`src/rtl/uart_pkg.sv`:
```
// uart_pkg: shared UART constants, FSM encoding
// and helpers for the framed RX/TX blocks.
package uart_pkg;

  localparam int PAR_NONE = 0;
  localparam int PAR_ODD  = 1;
  localparam int PAR_EVEN = 2;

  typedef enum logic [2:0] {
    ST_IDLE,
    ST_START,
    ST_DATA,
    ST_PARITY,
    ST_STOP,
    ST_PUSH,
    ST_WAITHI
  } rx_state_t;

  // centre of a bit cell; votes use MID-1..MID+1
  function automatic int vote_mid(input int cpb);
    return cpb / 2;
  endfunction

endpackage

```
`src/rtl/uart_rx_framed_if.sv`:
```
// uart_rx_framed_if: received-word stream with
// error tags and a valid/ready handshake.
interface uart_rx_framed_if #(
  parameter int W = 8
);

  logic [W-1:0] data;
  logic         parity_err;
  logic         frame_err;
  logic         valid;
  logic         ready;

  modport master (
    output data, parity_err, frame_err, valid,
    input  ready
  );

  modport slave (
    input  data, parity_err, frame_err, valid,
    output ready
  );

endinterface

```
`src/rtl/uart_rx_fifo.sv`:
```
// uart_rx_fifo: show-ahead FIFO holding
// {frame_err, parity_err, data} words.
module uart_rx_fifo
  import uart_pkg::*;
#(
  parameter int DATA_BITS = 8,
  parameter int DEPTH     = 16
) (
  input  logic                   iClk,
  input  logic                   iRst,
  input  logic                   wr_en,
  input  logic [DATA_BITS+1:0]   wr_data,
  output logic                   full,
  output logic                   empty,
  output logic [$clog2(DEPTH):0] level,
  uart_rx_framed_if.master       rd
);

  localparam int AW = $clog2(DEPTH);
  localparam int W  = DATA_BITS + 2;

  logic [W-1:0] mem [DEPTH];
  logic [AW:0]  wr_ptr;
  logic [AW:0]  rd_ptr;
  logic [W-1:0] head;
  logic         push;
  logic         pop;

  assign empty = (wr_ptr == rd_ptr);
  assign full  = (wr_ptr[AW-1:0] == rd_ptr[AW-1:0])
              && (wr_ptr[AW] != rd_ptr[AW]);
  assign level = wr_ptr - rd_ptr;

  assign pop  = rd.valid && rd.ready;
  assign push = wr_en && (!full || pop);

  // empty FIFO shows zeros, not stale storage
  assign head = empty ? '0 : mem[rd_ptr[AW-1:0]];

  assign rd.valid      = !empty;
  assign rd.data       = head[DATA_BITS-1:0];
  assign rd.parity_err = head[DATA_BITS];
  assign rd.frame_err  = head[DATA_BITS+1];

  // read/write pointers
  always_ff @(posedge iClk) begin
    if (iRst) begin
      wr_ptr <= '0;
      rd_ptr <= '0;
    end else begin
      if (push) wr_ptr <= wr_ptr + 1'b1;
      if (pop)  rd_ptr <= rd_ptr + 1'b1;
    end
  end

  // word storage
  always_ff @(posedge iClk) begin
    if (push) mem[wr_ptr[AW-1:0]] <= wr_data;
  end

endmodule

```
`src/rtl/uart_rx_framed.sv`:
```
// uart_rx_framed: voting UART receiver with
// parity/framing tags and an output FIFO.
module uart_rx_framed
  import uart_pkg::*;
#(
  parameter int CLK_FREQ     = 125_000_000,
  parameter int BAUD_RATE    = 115_200,
  parameter int CLKS_PER_BIT = CLK_FREQ / BAUD_RATE,
  parameter int DATA_BITS    = 8,
  parameter int PARITY       = 0,
  parameter int STOP_BITS    = 1,
  parameter int FIFO_DEPTH   = 16
) (
  input  logic                        iClk,
  input  logic                        iRst,
  input  logic                        iRxSerial,
  output logic [DATA_BITS-1:0]        oData,
  output logic                        oParityErr,
  output logic                        oFrameErr,
  output logic                        oValid,
  input  logic                        iReady,
  output logic                        oOverrun,
  input  logic                        iClrOverrun,
  output logic                        oBusy,
  output logic [$clog2(FIFO_DEPTH):0] oLevel
);

  if (BAUD_RATE <= 0 || CLK_FREQ < BAUD_RATE) begin : g_bad_rate
    $error("bad CLK_FREQ/BAUD_RATE");
  end
  if (CLKS_PER_BIT < 8) begin : g_bad_cpb
    $error("CLKS_PER_BIT must be >= 8");
  end
  if (DATA_BITS < 5 || DATA_BITS > 9) begin : g_bad_db
    $error("DATA_BITS must be 5..9");
  end
  if (STOP_BITS < 1 || STOP_BITS > 2) begin : g_bad_sb
    $error("STOP_BITS must be 1 or 2");
  end
  if (PARITY < 0 || PARITY > 2) begin : g_bad_par
    $error("PARITY must be 0..2");
  end
  if (FIFO_DEPTH < 2
      || (FIFO_DEPTH & (FIFO_DEPTH - 1)) != 0) begin : g_bad_dep
    $error("FIFO_DEPTH must be a power of 2, >= 2");
  end

  localparam int MID = vote_mid(CLKS_PER_BIT);
  localparam int CW  = $clog2(CLKS_PER_BIT);
  localparam int BW  = $clog2(DATA_BITS);

  localparam logic [CW-1:0] V0   = CW'(MID - 1);
  localparam logic [CW-1:0] V1   = CW'(MID);
  localparam logic [CW-1:0] V2   = CW'(MID + 1);
  localparam logic [CW-1:0] LAST = CW'(CLKS_PER_BIT - 1);
  localparam logic [BW-1:0] DB_L = BW'(DATA_BITS - 1);
  localparam logic          SB_L = (STOP_BITS == 2);

  rx_state_t            state;
  logic [CW-1:0]        cnt;
  logic [BW-1:0]        bit_n;
  logic                 stop_n;
  logic                 s1;
  logic                 s2;
  logic                 v0;
  logic                 v1;
  logic [DATA_BITS-1:0] shreg;
  logic                 perr;
  logic                 ferr;
  logic                 busy;
  logic                 ovr;
  logic                 rx;
  logic                 vote;
  logic                 par_x;
  logic                 wr_en;
  logic                 full;
  logic                 empty;
  logic                 pop;

  uart_rx_framed_if #(.W(DATA_BITS)) sif ();

  assign rx    = s2;
  assign vote  = (v0 & v1) | (v0 & rx) | (v1 & rx);
  assign par_x = (^shreg) ^ vote;
  assign wr_en = (state == ST_PUSH);
  assign pop   = sif.valid && sif.ready;

  // two-flop synchroniser, idles high
  always_ff @(posedge iClk) begin
    if (iRst) {s2, s1} <= 2'b11;
    else      {s2, s1} <= {s1, iRxSerial};
  end

  // frame FSM with registered busy and word fields
  always_ff @(posedge iClk) begin
    if (iRst) begin
      state  <= ST_IDLE;
      cnt    <= '0;
      bit_n  <= '0;
      stop_n <= 1'b0;
      v0     <= 1'b1;
      v1     <= 1'b1;
      shreg  <= '0;
      perr   <= 1'b0;
      ferr   <= 1'b0;
      busy   <= 1'b0;
    end else begin
      if (cnt == V0) v0 <= rx;
      if (cnt == V1) v1 <= rx;
      unique case (state)
        ST_IDLE: begin
          if (!rx) begin
            state  <= ST_START;
            cnt    <= '0;
            bit_n  <= '0;
            stop_n <= 1'b0;
            perr   <= 1'b0;
            ferr   <= 1'b0;
            busy   <= 1'b1;
          end
        end
        ST_START: begin
          cnt <= cnt + 1'b1;
          if (cnt == V2 && vote) begin
            state <= ST_IDLE;
            busy  <= 1'b0;
          end else if (cnt == LAST) begin
            state <= ST_DATA;
            cnt   <= '0;
          end
        end
        ST_DATA: begin
          cnt <= cnt + 1'b1;
          if (cnt == V2) shreg <= {vote, shreg[DATA_BITS-1:1]};
          if (cnt == LAST) begin
            cnt <= '0;
            if (bit_n == DB_L)
              state <= (PARITY != PAR_NONE) ? ST_PARITY : ST_STOP;
            else
              bit_n <= bit_n + 1'b1;
          end
        end
        ST_PARITY: begin
          cnt <= cnt + 1'b1;
          if (cnt == V2)
            perr <= (PARITY == PAR_ODD) ? ~par_x : par_x;
          if (cnt == LAST) begin
            cnt   <= '0;
            state <= ST_STOP;
          end
        end
        ST_STOP: begin
          cnt <= cnt + 1'b1;
          if (cnt == V2) begin
            if (!vote) ferr <= 1'b1;
            if (stop_n == SB_L) state <= ST_PUSH;
          end
          if (cnt == LAST) begin
            cnt    <= '0;
            stop_n <= 1'b1;
          end
        end
        ST_PUSH: begin
          if (ferr) begin
            state <= ST_WAITHI;
          end else begin
            state <= ST_IDLE;
            busy  <= 1'b0;
          end
        end
        ST_WAITHI: begin
          if (rx) begin
            state <= ST_IDLE;
            busy  <= 1'b0;
          end
        end
        default: begin
          state <= ST_IDLE;
          busy  <= 1'b0;
        end
      endcase
    end
  end

  // sticky overrun; a fresh drop wins over a clear
  always_ff @(posedge iClk) begin
    if (iRst)                        ovr <= 1'b0;
    else if (wr_en && full && !pop)  ovr <= 1'b1;
    else if (iClrOverrun)            ovr <= 1'b0;
  end

  uart_rx_fifo #(
    .DATA_BITS (DATA_BITS),
    .DEPTH     (FIFO_DEPTH)
  ) u_fifo (
    .iClk    (iClk),
    .iRst    (iRst),
    .wr_en   (wr_en),
    .wr_data ({ferr, perr, shreg}),
    .full    (full),
    .empty   (empty),
    .level   (oLevel),
    .rd      (sif.master)
  );

  assign sif.ready  = iReady;
  assign oData      = sif.data;
  assign oParityErr = sif.parity_err;
  assign oFrameErr  = sif.frame_err;
  assign oValid     = !empty;
  assign oOverrun   = ovr;
  assign oBusy      = busy;

endmodule

```
`config.mk`:
```
export PLATFORM = sky130hd
export DESIGN_NAME = uart_rx_framed
export DESIGN_NICKNAME = d
export VERILOG_FILES = /design/src/rtl/uart_pkg.sv /design/src/rtl/uart_rx_framed_if.sv /design/src/rtl/uart_rx_fifo.sv /design/src/rtl/uart_rx_framed.sv
export SDC_FILE = /design/constraint.sdc
export NUM_CORES = 1
export LEC_CHECK = 0
export BUFFER_PORTS_ARGS = -buffer_cell sky130_fd_sc_hd__buf_2
export CORE_UTILIZATION = 50
export DETAILED_ROUTE_END_ITERATION = 10
export MAX_ROUTING_LAYER = met4
export PLACE_DENSITY = 0.74
export SETUP_SLACK_MARGIN = 0.1
export SYNTH_ARGS = -nofsm -noshare
export SYNTH_HDL_FRONTEND = slang
export SYNTH_SLANG_ARGS = --single-unit
```
`constraint.sdc`:
```
create_clock -name iClk -period 3.7 [get_ports iClk]
set_input_delay 0.74 -clock iClk [delete_from_list [all_inputs] [get_ports iClk]]
set_output_delay 0.74 -clock iClk [all_outputs]
set_load 0.03 [all_outputs]
```
Word-level counts from Yosys, hierarchy flattened
Memories as Yosys holds them, arrays and structs flattened. A register that Yosys moved wholly into a read port is not among the register bits. Index checks and enable logic that the tools add are counted.

Flip-flop bits (word level): 44. Memory bits (writable): 160. Bits of input ports: 5. Memories kept: 1.

Add/sub/neg operators: 5. Equal/unequal tests: 28. Mux-type cells: 39. Bitwise operators: 7. Reductions and logical operators: 26.

Memories: u_fifo.mem (words 16, bits a word 10, read ports 1, clocked after memory_dff 1, write ports 1, RTL line uart_rx_fifo.sv:22) `logic [W-1:0] mem [DEPTH];`.

Operators by type and width (count): 3-bit 2-to-1 mux (13); 11-bit by 10-bit == test with 1-bit output (second input constant) (3); 11-bit 2-to-1 mux (3); 11-bit one-hot mux with 3 select lines (1); 2-bit inequality test (second input constant) (13); 3-bit one-hot mux with 7 select lines (1); 1-bit 2-to-1 mux (13); 3-bit == test (second input constant) (4); 11-bit by 1-bit adder with 11-bit output (second input constant) (1); 11-bit == test (second input constant) (1); 5-bit by 1-bit adder with 5-bit output (second input constant) (2); 10-bit 2-to-1 mux (1); 4-bit 2-to-1 mux (2); 4-bit AND reduction (2); 8-bit AND reduction (1); 2-bit nonzero test (4); 8-bit parity (1); 3-bit by 2-bit == test with 1-bit output (second input constant) (2); 1-bit logical AND (6); 1-bit one-hot mux with 2 select lines (3); 3-bit one-hot mux with 2 select lines (1); 3-bit AND reduction (2); 5-bit == test (1); 1-bit one-hot mux with 5 select lines (1); other kinds (17) (23).

Longest topological paths before layout
Gate-level depths: netlist of the first run.

Depth after elaboration: 7. Gate-level depth with buffers: 8. Depth with buffers taken out: 7.

Hierarchy
From an unflattened synthesis of the first run, not the netlist that was laid out.

Cell total of the unflattened synthesis: 564. Area total of the unflattened synthesis: 8817.2 sq um.

Modules (own cells, without submodules): uart_rx_fifo (times used 1, cells each 355, area an instance 7001.7 sq um); uart_rx_framed (times used 1, cells each 209, area an instance 1815.5 sq um).

Worst setup path before layout of the first run
No wires, ideal clock.

Path type: reg-to-reg. Start: register u_fifo.rd_ptr[1]. End: memory u_fifo.mem[0][0] in the netlist's numbering (enable). Library setup time: 0.390 ns. Data arrival time: 2.313 ns. Setup slack: 0.997 ns. Stages on the path, launching flop included: 7. Path buffers: 0. Period minus slack after synthesis: 2.703 ns. Path through: dfxtp_1 -> inv_1 -> ha_1 -> and4_1 -> a31oi_1 -> nand2_1 -> nor3_1.

Word-level cells in the longest chain between the ends: 7.

Ends and longest elaborated chain: start: declaration (RTL line uart_rx_fifo.sv:24) `logic [AW:0] rd_ptr;`; start signal: assignment (RTL line uart_rx_fifo.sv:52) `if (pop) rd_ptr <= rd_ptr + 1'b1;`; 5-bit == test or 4-bit == test (tied branches) (RTL line uart_rx_fifo.sv:29, uart_rx_fifo.sv:30); 1-bit logical NOT or 1-bit logical AND (tied branches) (RTL line uart_rx_fifo.sv:40, uart_rx_fifo.sv:31); 1-bit logical AND or 1-bit logical NOT (tied branches) (RTL line uart_rx_fifo.sv:34, uart_rx_fifo.sv:35); 1-bit logical OR * (RTL line uart_rx_fifo.sv:35) `assign push = wr_en && (!full || pop);`; 1-bit logical AND * (RTL line uart_rx_fifo.sv:35); 1-bit 2-to-1 mux * (RTL line uart_rx_fifo.sv:58) `if (push) mem[wr_ptr[AW-1:0]] <= wr_data;`; 1-bit 2-to-1 mux (implied by the code) * (RTL line uart_rx_fifo.sv:58); end: declaration (RTL line uart_rx_fifo.sv:22).

Mark *: on every way between the ends. The rest lies on a longest branch, timed or not.

==> results of run 1 <==
==> stage by stage <==
step                      instance area, um2  cells    util
after CTS                               9814    807  0.5856
final                                   9814    807  0.5856
after floorplan                         8678    537       -
after detailed placement                9091    768  0.5424
after global placement                  9091    768  0.5424
after global routing                    9814    807  0.5856
==> cells in the final DEF, fill, tap and decap left out, drive strengths merged, types with 11 or more instances in the layout <==
cell type,netlist,routed
edfxtp,160,160
nor2,52,52
mux4,50,50
dfxtp,48,48
buf,9,39
clkbuf,19,27
xnor2,21,21
nand2,17,17
inv,15,15
mux2i,15,15
ha,15,15
a21oi,12,12
and2,11,11
==> layer usage <==
layer  vias to the layer above  global-route usage  share of wire
met4                         0             0.06818          0.027
met2                       142              0.3227           0.48
met3                        34             0.03729          0.052
li1                       2118                   -              -
met1                      2368              0.2758           0.44
met5                         -                   -              0
==> cells by family after synthesis <==
kind of cell               Yosys count  share of synthesized area
DFF                                208                     0.6644
xor gates and xnor gates            31                    0.03129
and+or+nand+nor                    138                    0.08550
AOI/OAI and AO/OA                   35                    0.02696
buffers and inverters               43                    0.01975
adders and majority gates           17                    0.02509
muxes                               65                     0.1471
==> state kept, by name, indices dropped and copies added (netlist names), named ones only <==
register and cells:
u_fifo.mem 160, cnt 11, shreg 8, u_fifo.rd_ptr 5, u_fifo.wr_ptr 5, bit_n 3
state 3, ferr 1, oBusy 1, oOverrun 1, perr 1, rx 1
s1 1, stop_n 1, v0 1, v1 1
==> report_power, final <==
part	leakage (nW)	total, mW	internal, mW	switching (mW)
clock	0.354	2.20	1.34	0.858
combinational	1.08	0.0437	0.0171	0.0266
sequential	1.88	2.49	2.48	0.00886
==> worst max path at each step <==
stage	startpoint	to	slack, ns	cells after the start
after floorplan	u_fifo.rd_ptr[1]	u_fifo.mem[0][0]	1.0	6
after global placement	u_fifo.wr_ptr[2]	u_fifo.mem[10][8]	0.74	5
after detailed placement	u_fifo.wr_ptr[2]	u_fifo.mem[9][8]	0.66	5
after CTS	flip-flop	oData[3]	0.32	5
after global routing	flip-flop	oData[3]	0.26	5
final	flip-flop	oData[3]	0.35	5
==> area by class of cell <==
cell class / instances / area share
multi-input cells: 286 / 0.2793
well taps: 220 / 0.02805
clock inverters: 12 / 0.01351
inverters: 15 / 0.005737
flip-flops and latches: 208 / 0.5877
repair buffers: 39 / 0.02550
clock buffers: 27 / 0.06017
==> results.json, run 1 <==
{
  "io_buffer_count": 22,
  "static-leakage-power_nw": 3.317,
  "timing.final.max_slew_violations": 0,
  "timing.critical_path.required_ns": 2.96,
  "synth_largest_type_area_fraction": 0.5536,
  "antenna_found_initial": 0,
  "design.core.area_um2": 16760,
  "synth_most_common_cell": "sky130_fd_sc_hd__edfxtp_1",
  "die_ar_um2": 17890,
  "ys_dominant_reg_cell": "sky130_fd_sc_hd__edfxtp_1",
  "synthesis.nets": 558,
  "die_height_um": 133.7,
  "vias": 4662,
  "core.rowCount": 47,
  "cts_made_buffers": 22,
  "worst_hold_slack_ns": 0.4069,
  "clk_pin_slew_ns": 0.06,
  "filler_cell_count": 1262,
  "clock_sink_count": 208,
  "cp_common_cell": "sky130_fd_sc_hd__mux4_2",
  "slowest_delay_ns": 0.56,
  "critical_path_buffer_and_inverter_count": 2,
  "postCtsSetupBuffers": 0,
  "avgRoutedWirePerCell_um": 21.43,
  "timing.rr.end": "u_fifo.mem[10][5]",
  "setup_tns_ns": 0,
  "highest_achievable_clock_rate_mhz": 298.6,
  "ys_top_cells_by_area": "sky130_fd_sc_hd__edfxtp_1 (55%), sky130_fd_sc_hd__mux4_2 (13%), sky130_fd_sc_hd__dfxtp_1 (11%)",
  "footprint_of_the_multi_input_gates_um2": 2741,
  "ioPinCount": 23,
  "critical_path.startpoint_type": "flip-flop",
  "finalClockSkew_ns": 0.01069,
  "synth-async-reset-ratio": 0,
  "whs_path_depth": 1,
  "yosysSeqAreaShare": 0.6644,
  "hold_path.class": "reg2reg",
  "outcome": "completed",
  "reg2reg_setup_slack_ns": 0.64,
  "setup_slack_ns": 0.3515,
  "yosys_warnings": 0,
  "final.min_clock_period_ns": 3.348,
  "place.detailed.hpwl_um": 10470,
  "firstDrtPassIters": 5,
  "antenna-diode-count": 0,
  "min_period_over_period": 0.9050,
  "min_to": "rx",
  "rsz0062_at_grt": "no",
  "cts_max_level": 1,
  "clockRootBuffer": "sky130_fd_sc_hd__clkbuf_16",
  "synth.largest_area_cell": "sky130_fd_sc_hd__edfxtp_1",
  "synth-edff-count": 160,
  "critical_path.top_delay_family": "multiplexers",
  "drc": 0,
  "vdd_ir_drop_max_uv": 351.8,
  "synth-seq-cells": 208,
  "clk_latency_ns": 0.49,
  "slew-limit-headroom": 0.3376,
  "register_area_um2": 5768,
  "totalWireLength_um": 17300,
  "initial_core_util": 0.5178,
  "number_of_nets_with_antenna_violations_after_routing": 0,
  "postSynthCellCount": 537,
  "worst-path-max-fanout": 40,
  "cts_hold_repair.buffers": 0,
  "mean_number_of_vias_per_cell": 5.777,
  "track_usage": 0.2069,
  "netlist_area_before_placement_um2": 8678,
  "initialDrtViolationCount": 333,
  "quantity_of_gates_resized_following_cts": 0,
  "area.growth.synth_to_final_pct": 13.09,
  "clock_path_buffers": 3,
  "synthDistinctLibCells": 57,
  "fin_nets": 593,
  "total_of_max_cap_violations": 0,
  "path_cells": "buf_12 > mux4_2 > mux4_2 > and2_1 > buf_2",
  "grt_start_max_net_pins": 41,
  "worstMarginPinSlew_ns": 0.9899,
  "proportion_of_layout_cells_with_a_drive_suffix_above_1": 0.2198,
  "timing_hold_violations_final": 0,
  "cp_data_arrival_time_ns": 2.61,
  "worst_r2r_path_depth": 5,
  "slowest_stage": "sky130_fd_sc_hd__mux4_2",
  "via_count_of_the_first_global_routing_pass": 4690,
  "fin_total_pwr_mw": 4.734,
  "critical_path_capture_point_type": "output pin",
  "r2r_start": "u_fifo.wr_ptr[2]",
  "place.gp.congestion": 0.7843,
  "final-setup-viol-count": 0,
  "die_width_um": 133.7,
  "post_synth.cell_area_avg_um2": 16.16,
  "power_per_cell_area_nw_per_um2": 482.4,
  "netlist_top_cells_count": "sky130_fd_sc_hd__edfxtp_1 (160), sky130_fd_sc_hd__nor2_1 (52), sky130_fd_sc_hd__mux4_2 (50)",
  "gr-total-overflow": 0,
  "worst_slack_placed_ns": 0.6600,
  "min_from": "s1",
  "cts_tree": "built",
  "grt_first_pass_wirelength_um": 26680,
  "critical_path_class": "reg2out"
}
(Power assumes the default switching activity.)
==> run 2, diff against run 1 <==
- CORE_MARGIN: not set -> 5
- SYNTH_HIERARCHICAL: not set -> 1
==> results.json, run 2 <==
{
  "track_usage": 0.1804,
  "clk_pin_slew_ns": 0.06,
  "synth.largest_area_cell": "sky130_fd_sc_hd__edfxtp_1",
  "avgRoutedWirePerCell_um": 20.90,
  "timing.critical_path.required_ns": 2.96,
  "ioPinCount": 23,
  "layout_common_cells": "sky130_fd_sc_hd__edfxtp_1 (160), sky130_fd_sc_hd__nor2_1 (54), sky130_fd_sc_hd__dfxtp_1 (46)",
  "final-setup-viol-count": 0,
  "initial_core_util": 0.5098,
  "critical_path_capture_point_type": "output pin",
  "critical_path.startpoint_type": "flip-flop",
  "finalClockSkew_ns": 0.006043,
  "place.gp.congestion": 0.8362,
  "clk_latency_ns": 0.48,
  "synthesis.nets": 585,
  "wl_met2_um": 9004,
  "post_dp_cell_area_um2": 9211,
  "firstDrtPassIters": 4,
  "synth_most_common_cell": "sky130_fd_sc_hd__edfxtp_1",
  "final.min_clock_period_ns": 3.425,
  "postCtsSetupBuffers": 0,
  "hold_path.class": "reg2reg",
  "synth-async-reset-ratio": 0,
  "path_cells": "buf_12 > mux4_1 > nor2b_1 > a211oi_1 > a211oi_1 > buf_2",
  "die_width_um": 142.8,
  "synth-edff-count": 160,
  "clock_sink_count": 208,
  "rsz0062_at_grt": "no",
  "grt_first_pass_wirelength_um": 27710,
  "outcome": "completed",
  "setup_tns_ns": 0,
  "power_per_cell_area_nw_per_um2": 468.2,
  "postSynthCellCount": 564,
  "proportion_of_layout_cells_with_a_drive_suffix_above_1": 0.2114,
  "critical_path.top_delay_family": "flip-flops",
  "mean_number_of_vias_per_cell": 5.815,
  "timing.final.max_slew_violations": 0,
  "io_buffer_count": 22,
  "fin_total_pwr_mw": 4.634,
  "cts_tree": "built",
  "area.growth.synth_to_final_pct": 12.26,
  "top_layer_used": "met4",
  "drc": 0,
  "synthDistinctLibCells": 58,
  "final_cell_area_um2": 9898,
  "antenna_found_initial": 0,
  "die_ar_um2": 20390,
  "yosys_warnings": 6,
  "critical_path_buffer_and_inverter_count": 2,
  "post_synth.cell_area_avg_um2": 15.63,
  "slowest_stage": "sky130_fd_sc_hd__dfxtp_1",
  "totalWireLength_um": 17560,
  "slowest_delay_ns": 0.84,
  "netlist_area_before_placement_um2": 8817,
  "highest_achievable_clock_rate_mhz": 291.9,
  "cts_max_level": 1,
  "ys_dominant_reg_cell": "sky130_fd_sc_hd__edfxtp_1",
  "synth_largest_type_area_fraction": 0.5449,
  "vias": 4885,
  "cts_made_buffers": 21,
  "place.detailed.hpwl_um": 11000,
  "mostFrequentLayoutCell": "sky130_fd_sc_hd__edfxtp_1",
  "largest_register_ffs": 160,
  "clockRootBuffer": "sky130_fd_sc_hd__clkbuf_16",
  "fin_nets": 622,
  "core.rowCount": 48,
  "clock_path_buffers": 3,
  "die_height_um": 142.8,
  "route.met3.wl_um": 919,
  "vdd_ir_drop_max_uv": 332.9,
  "cp_data_arrival_time_ns": 2.69,
  "number_of_nets_with_antenna_violations_after_routing": 0,
  "gr-total-overflow": 0,
  "critical_path_class": "reg2out",
  "netlist_top_cells_count": "sky130_fd_sc_hd__edfxtp_1 (160), sky130_fd_sc_hd__nor2_1 (54), sky130_fd_sc_hd__dfxtp_1 (48)",
  "total_of_max_cap_violations": 0,
  "timing_hold_violations_final": 0,
  "grt_start_max_net_pins": 33,
  "wirelength_met1_um": 7332,
  "static-leakage-power_nw": 3.271,
  "via_count_of_the_first_global_routing_pass": 4948,
  "slew-limit-headroom": 0.2910,
  "initialDrtViolationCount": 409,
  "antenna-diode-count": 0,
  "worst_hold_slack_ns": 0.4179,
  "filler_cell_count": 1325,
  "worstMarginPinSlew_ns": 1.060,
  "min_period_over_period": 0.9258,
  "cp_common_cell": "sky130_fd_sc_hd__a211oi_1",
  "synth-seq-cells": 208,
  "design.core.area_um2": 17300,
  "final_util": 0.5723,
  "ys_top_cells_by_area": "sky130_fd_sc_hd__edfxtp_1 (54%), sky130_fd_sc_hd__dfxtp_1 (11%), sky130_fd_sc_hd__mux4_2 (9.7%)",
  "worst-path-max-fanout": 16,
  "yosysSeqAreaShare": 0.6539
}
==> run 2: report_power, final <==
part | leakage [nW] | switching [mW] | internal, mW
combinational | 1.05 | 0.0338 | 0.0177
clock | 0.330 | 0.825 | 1.26
sequential | 1.89 | 0.00911 | 2.48
total | 3.27 | 0.868 | 3.77
==> run 2: logic make-up after synthesis <==
| logic type | after synthesis | share of synthesized area |
|---|---|---|
| flops | 208 | 0.6539 |
| buf+inv | 45 | 0.02568 |
| compound gates | 70 | 0.05776 |
| fa+ha+maj | 17 | 0.02469 |
| xor+xnor | 29 | 0.03051 |
| mux | 62 | 0.1280 |
| simple gates | 133 | 0.07947 |
==> run 2: layout make-up <==
class | instances | area [um2] | share of cell area
sequential | 208 | 5771 | 0.5830
multi-input combinational | 311 | 2825 | 0.2854
clock buffer | 31 | 603.1 | 0.06093
tap | 225 | 281.5 | 0.02844
timing repair buffer | 42 | 272.8 | 0.02756
clock inverter | 6 | 81.33 | 0.008216
inverter | 17 | 63.81 | 0.006447
==> run 2: stage by stage <==
step | instances | setup slack, ns
6_report | 840 | 0.2746
2_1_floorplan | 564 | 0.8978
4_1_cts | 840 | 0.2551
3_3_place_gp | 803 | 0.6554
5_1_grt | 840 | 0.1525
3_5_place_dp | 803 | 0.6176
==> run 2: what timing repair did <==
action | CTS | global route
gates resized for setup | 1 | 0
endpoints found under the setup margin | 1 | 0
endpoints found under the hold margin | 0 | 0
hold buffers | 0 | 0
==> run 2: metal layers <==
layer,vias up,GRT usage
li1,2239,-
met1,2468,0.2345
met2,156,0.3032
met3,22,0.02914
met4,0,0.03802
met5,-,-
==> run 2: worst paths after layout <==
path,cells past startpoint,end,slack (ns),startpoint
max,6,oFrameErr,0.27,flip-flop
min,1,rx,0.42,s1
min reg2reg,1,rx,0.42,s1
max reg2reg,4,u_fifo/mem[7][2],1.07,u_fifo/wr_ptr[2]
==> run 3, diff against run 2 <==
- ABC_AREA: not set -> 1
- CORE_MARGIN: 5 -> 3
==> results.json, run 3 <==
{
  "power.share.clock": 0.308,
  "gr-total-overflow": 0,
  "slew-limit-headroom": 0.3102,
  "netSwitchingPower_mw": 2.232,
  "clock_sink_count": 208,
  "r2r_start": "u_fifo/wr_ptr[0]",
  "vdd_ir_drop_max_uv": 747.0,
  "yosys.area_share.adder": 0.02240,
  "ys_top_cells_by_area": "sky130_fd_sc_hd__edfxtp_1 (52%), sky130_fd_sc_hd__nand2_1 (11%), sky130_fd_sc_hd__dfxtp_1 (10%)",
  "die_width_um": 142.2,
  "critical_path.startpoint_type": "flip-flop",
  "avgRoutedWirePerCell_um": 16.17,
  "synthMuxAreaShare": 0,
  "clock_path_buffers": 3,
  "place.gp.congestion": 0.8604,
  "highest_achievable_clock_rate_mhz": 306.1,
  "synth_largest_type_area_fraction": 0.5181,
  "initial_core_util": 0.5127,
  "cts_tree": "built",
  "synthDistinctLibCells": 40,
  "grt_first_pass_wirelength_um": 31880,
  "clk_pin_slew_ns": 0.06,
  "outcome": "completed",
  "die_ar_um2": 20220,
  "proportion_of_layout_cells_with_a_drive_suffix_above_1": 0.1009,
  "place.detailed.hpwl_um": 12280,
  "hold_path.class": "in2reg",
  "vias": 6627,
  "core.rowCount": 49,
  "quantity_of_gates_resized_following_cts": 0,
  "synth_xor_area_frac": 0.01214,
  "synth-seq-cells": 208,
  "mean_number_of_vias_per_cell": 5.477,
  "timing.final.max_slew_violations": 0,
  "power_per_cell_area_nw_per_um2": 636.8,
  "fin_nets": 989,
  "final.min_clock_period_ns": 3.267,
  "firstDrtPassIters": 5,
  "grt_start_max_net_pins": 81,
  "fin_total_pwr_mw": 6.547,
  "number_of_nets_with_antenna_violations_after_routing": 0,
  "total_of_max_cap_violations": 0,
  "seq_power_share": 0.408,
  "worstMarginPinSlew_ns": 1.031,
  "final-setup-viol-count": 0,
  "layout_common_cells": "sky130_fd_sc_hd__nand2_1 (284), sky130_fd_sc_hd__edfxtp_1 (160), sky130_fd_sc_hd__nand3_1 (148)",
  "die_height_um": 142.2,
  "synth-edff-count": 160,
  "critical_path_capture_point_type": "output pin",
  "design.core.area_um2": 18090,
  "ys_dominant_reg_cell": "sky130_fd_sc_hd__edfxtp_1",
  "yosysSeqAreaShare": 0.6218,
  "track_usage": 0.2030,
  "area.growth.synth_to_final_pct": 10.88,
  "power.combinational.fraction": 0.283,
  "synthesis.nets": 965,
  "synth.largest_area_cell": "sky130_fd_sc_hd__edfxtp_1",
  "postSynthCellCount": 944,
  "p_int_mw": 4.315,
  "filler_cell_count": 1487,
  "finalClockSkew_ns": 0.01439,
  "combinational_family_with_the_most_area_after_synthesis": "simple AND/OR/NAND/NOR gates",
  "setup_tns_ns": 0,
  "static-leakage-power_nw": 3.994,
  "min_period_over_period": 0.8828,
  "cp_data_arrival_time_ns": 2.53,
  "synth_most_common_cell": "sky130_fd_sc_hd__nand2_1",
  "timing.critical_path.required_ns": 2.96,
  "clockRootBuffer": "sky130_fd_sc_hd__clkbuf_16",
  "worst-path-max-fanout": 80,
  "ioPinCount": 23,
  "clk_latency_ns": 0.50,
  "synth-async-reset-ratio": 0,
  "antenna_found_initial": 0,
  "postCtsSetupBuffers": 0,
  "io_buffer_count": 22,
  "synth_compound_gate_area_share": 0.04223,
  "antenna-diode-count": 0,
  "largest_register_ffs": 160,
  "mostFrequentLayoutCell": "sky130_fd_sc_hd__nand2_1",
  "netlist_top_cells_count": "sky130_fd_sc_hd__nand2_1 (284), sky130_fd_sc_hd__edfxtp_1 (160), sky130_fd_sc_hd__nand3_1 (148)",
  "cts_max_level": 1,
  "critical_path_class": "reg2out",
  "netlist_area_before_placement_um2": 9273,
  "cts_made_buffers": 22,
  "drc": 0,
  "post_synth_and_or_nand_nor_area_fraction": 0.2556,
  "switching_share": 0.3409,
  "cts_hold_repair.buffers": 0,
  "min_from": "iRxSerial",
  "totalWireLength_um": 19560,
  "timing_hold_violations_final": 0,
  "post_synth.cell_area_avg_um2": 9.823,
  "initialDrtViolationCount": 619,
  "via_count_of_the_first_global_routing_pass": 6272,
  "rsz0062_at_grt": "no",
  "yosys_warnings": 6
}
==> run 3: changes by cell type after synthesis, sizes merged, moves of 22 or more <==
| cell | delta |
|---|---|
| nand3 | +148 |
| mux4 | -40 |
| mux2i | -22 |
| inv | +46 |
| a21oi | +30 |
| nand2 | +274 |
==> run 3: worst paths after layout <==
check	end	slack (ns)	cells after the start
hold reg to reg	rx	0.44	1
setup reg to reg	u_fifo/mem[7][8]	1.04	9
hold / removal	s1	0.43	2
setup / recovery	oData[7]	0.43	8
==> run 3: stage by stage <==
stage | instances | instance area, um2 | setup WS [ns] | util | hold slack (ns)
6_report | 1210 | 10280 | 0.4335 | 0.5685 | 0.4279
5_1_grt | 1210 | 10280 | 0.2718 | 0.5685 | 0.4185
4_1_cts | 1210 | 10280 | 0.4407 | 0.5685 | 0.4100
3_5_place_dp | 1173 | 9620 | 0.9839 | 0.5319 | 0.4317
3_3_place_gp | 1173 | 9620 | 1.008 | 0.5319 | 0.4238
2_1_floorplan | 944 | 9273 | 1.297 | - | 0.3895
==> run 3: layer usage <==
metal / part of all wire / GRT usage / vias up
li1: - / - / 3240
met1: 0.44 / 0.2757 / 3147
met2: 0.48 / 0.3207 / 200
met3: 0.061 / 0.02991 / 40
met4: 0.022 / 0.05859 / 0
met5: 0 / - / -
==> run 3: area by class of cell <==
| cell class | count | area, um2 | area share |
|---|---|---|---|
| inverters | 64 | 242.7 | 0.02361 |
| clock buffers | 28 | 594.3 | 0.05781 |
| clock inverters | 9 | 66.31 | 0.006450 |
| flip-flops and latches | 208 | 5767 | 0.5609 |
| repair buffers | 38 | 242.7 | 0.02361 |
| well taps | 229 | 286.5 | 0.02787 |
| multi-input cells | 634 | 3082 | 0.2997 |
==> run 3: cell families (layout without fill, tap and decap cells) <==
logic type,Yosys count,count (layout)
xor+xnor,12,12
compound gates,74,74
fa+ha+maj,16,16
flops,208,208
buf+inv,102,139
simple gates,532,532
==> run 3: power by group through the flow <==
stage | clock network (mW) | registers, mW | logic (mW)
floorplan | 0 | 2.68 | 1.50
global placement | 0 | 2.72 | 1.84
detailed placement | 0 | 2.72 | 1.86
CTS | 2.06 | 2.67 | 1.86
global route | 2.17 | 2.69 | 2.09
finish | 2.02 | 2.67 | 1.86
==> run 3: worst max-delay path, cell delays in order (launching register included) <==
cell and delay [ns]:
sky130_fd_sc_hd__dfxtp_2 0.33, sky130_fd_sc_hd__buf_4 0.64, sky130_fd_sc_hd__nand2_1 0.11, sky130_fd_sc_hd__nand3_1 0.13, sky130_fd_sc_hd__nand3_1 0.17, sky130_fd_sc_hd__nand2_1 0.11, sky130_fd_sc_hd__nand2_1 0.05, sky130_fd_sc_hd__a21oi_1 0.20
sky130_fd_sc_hd__buf_2 0.24
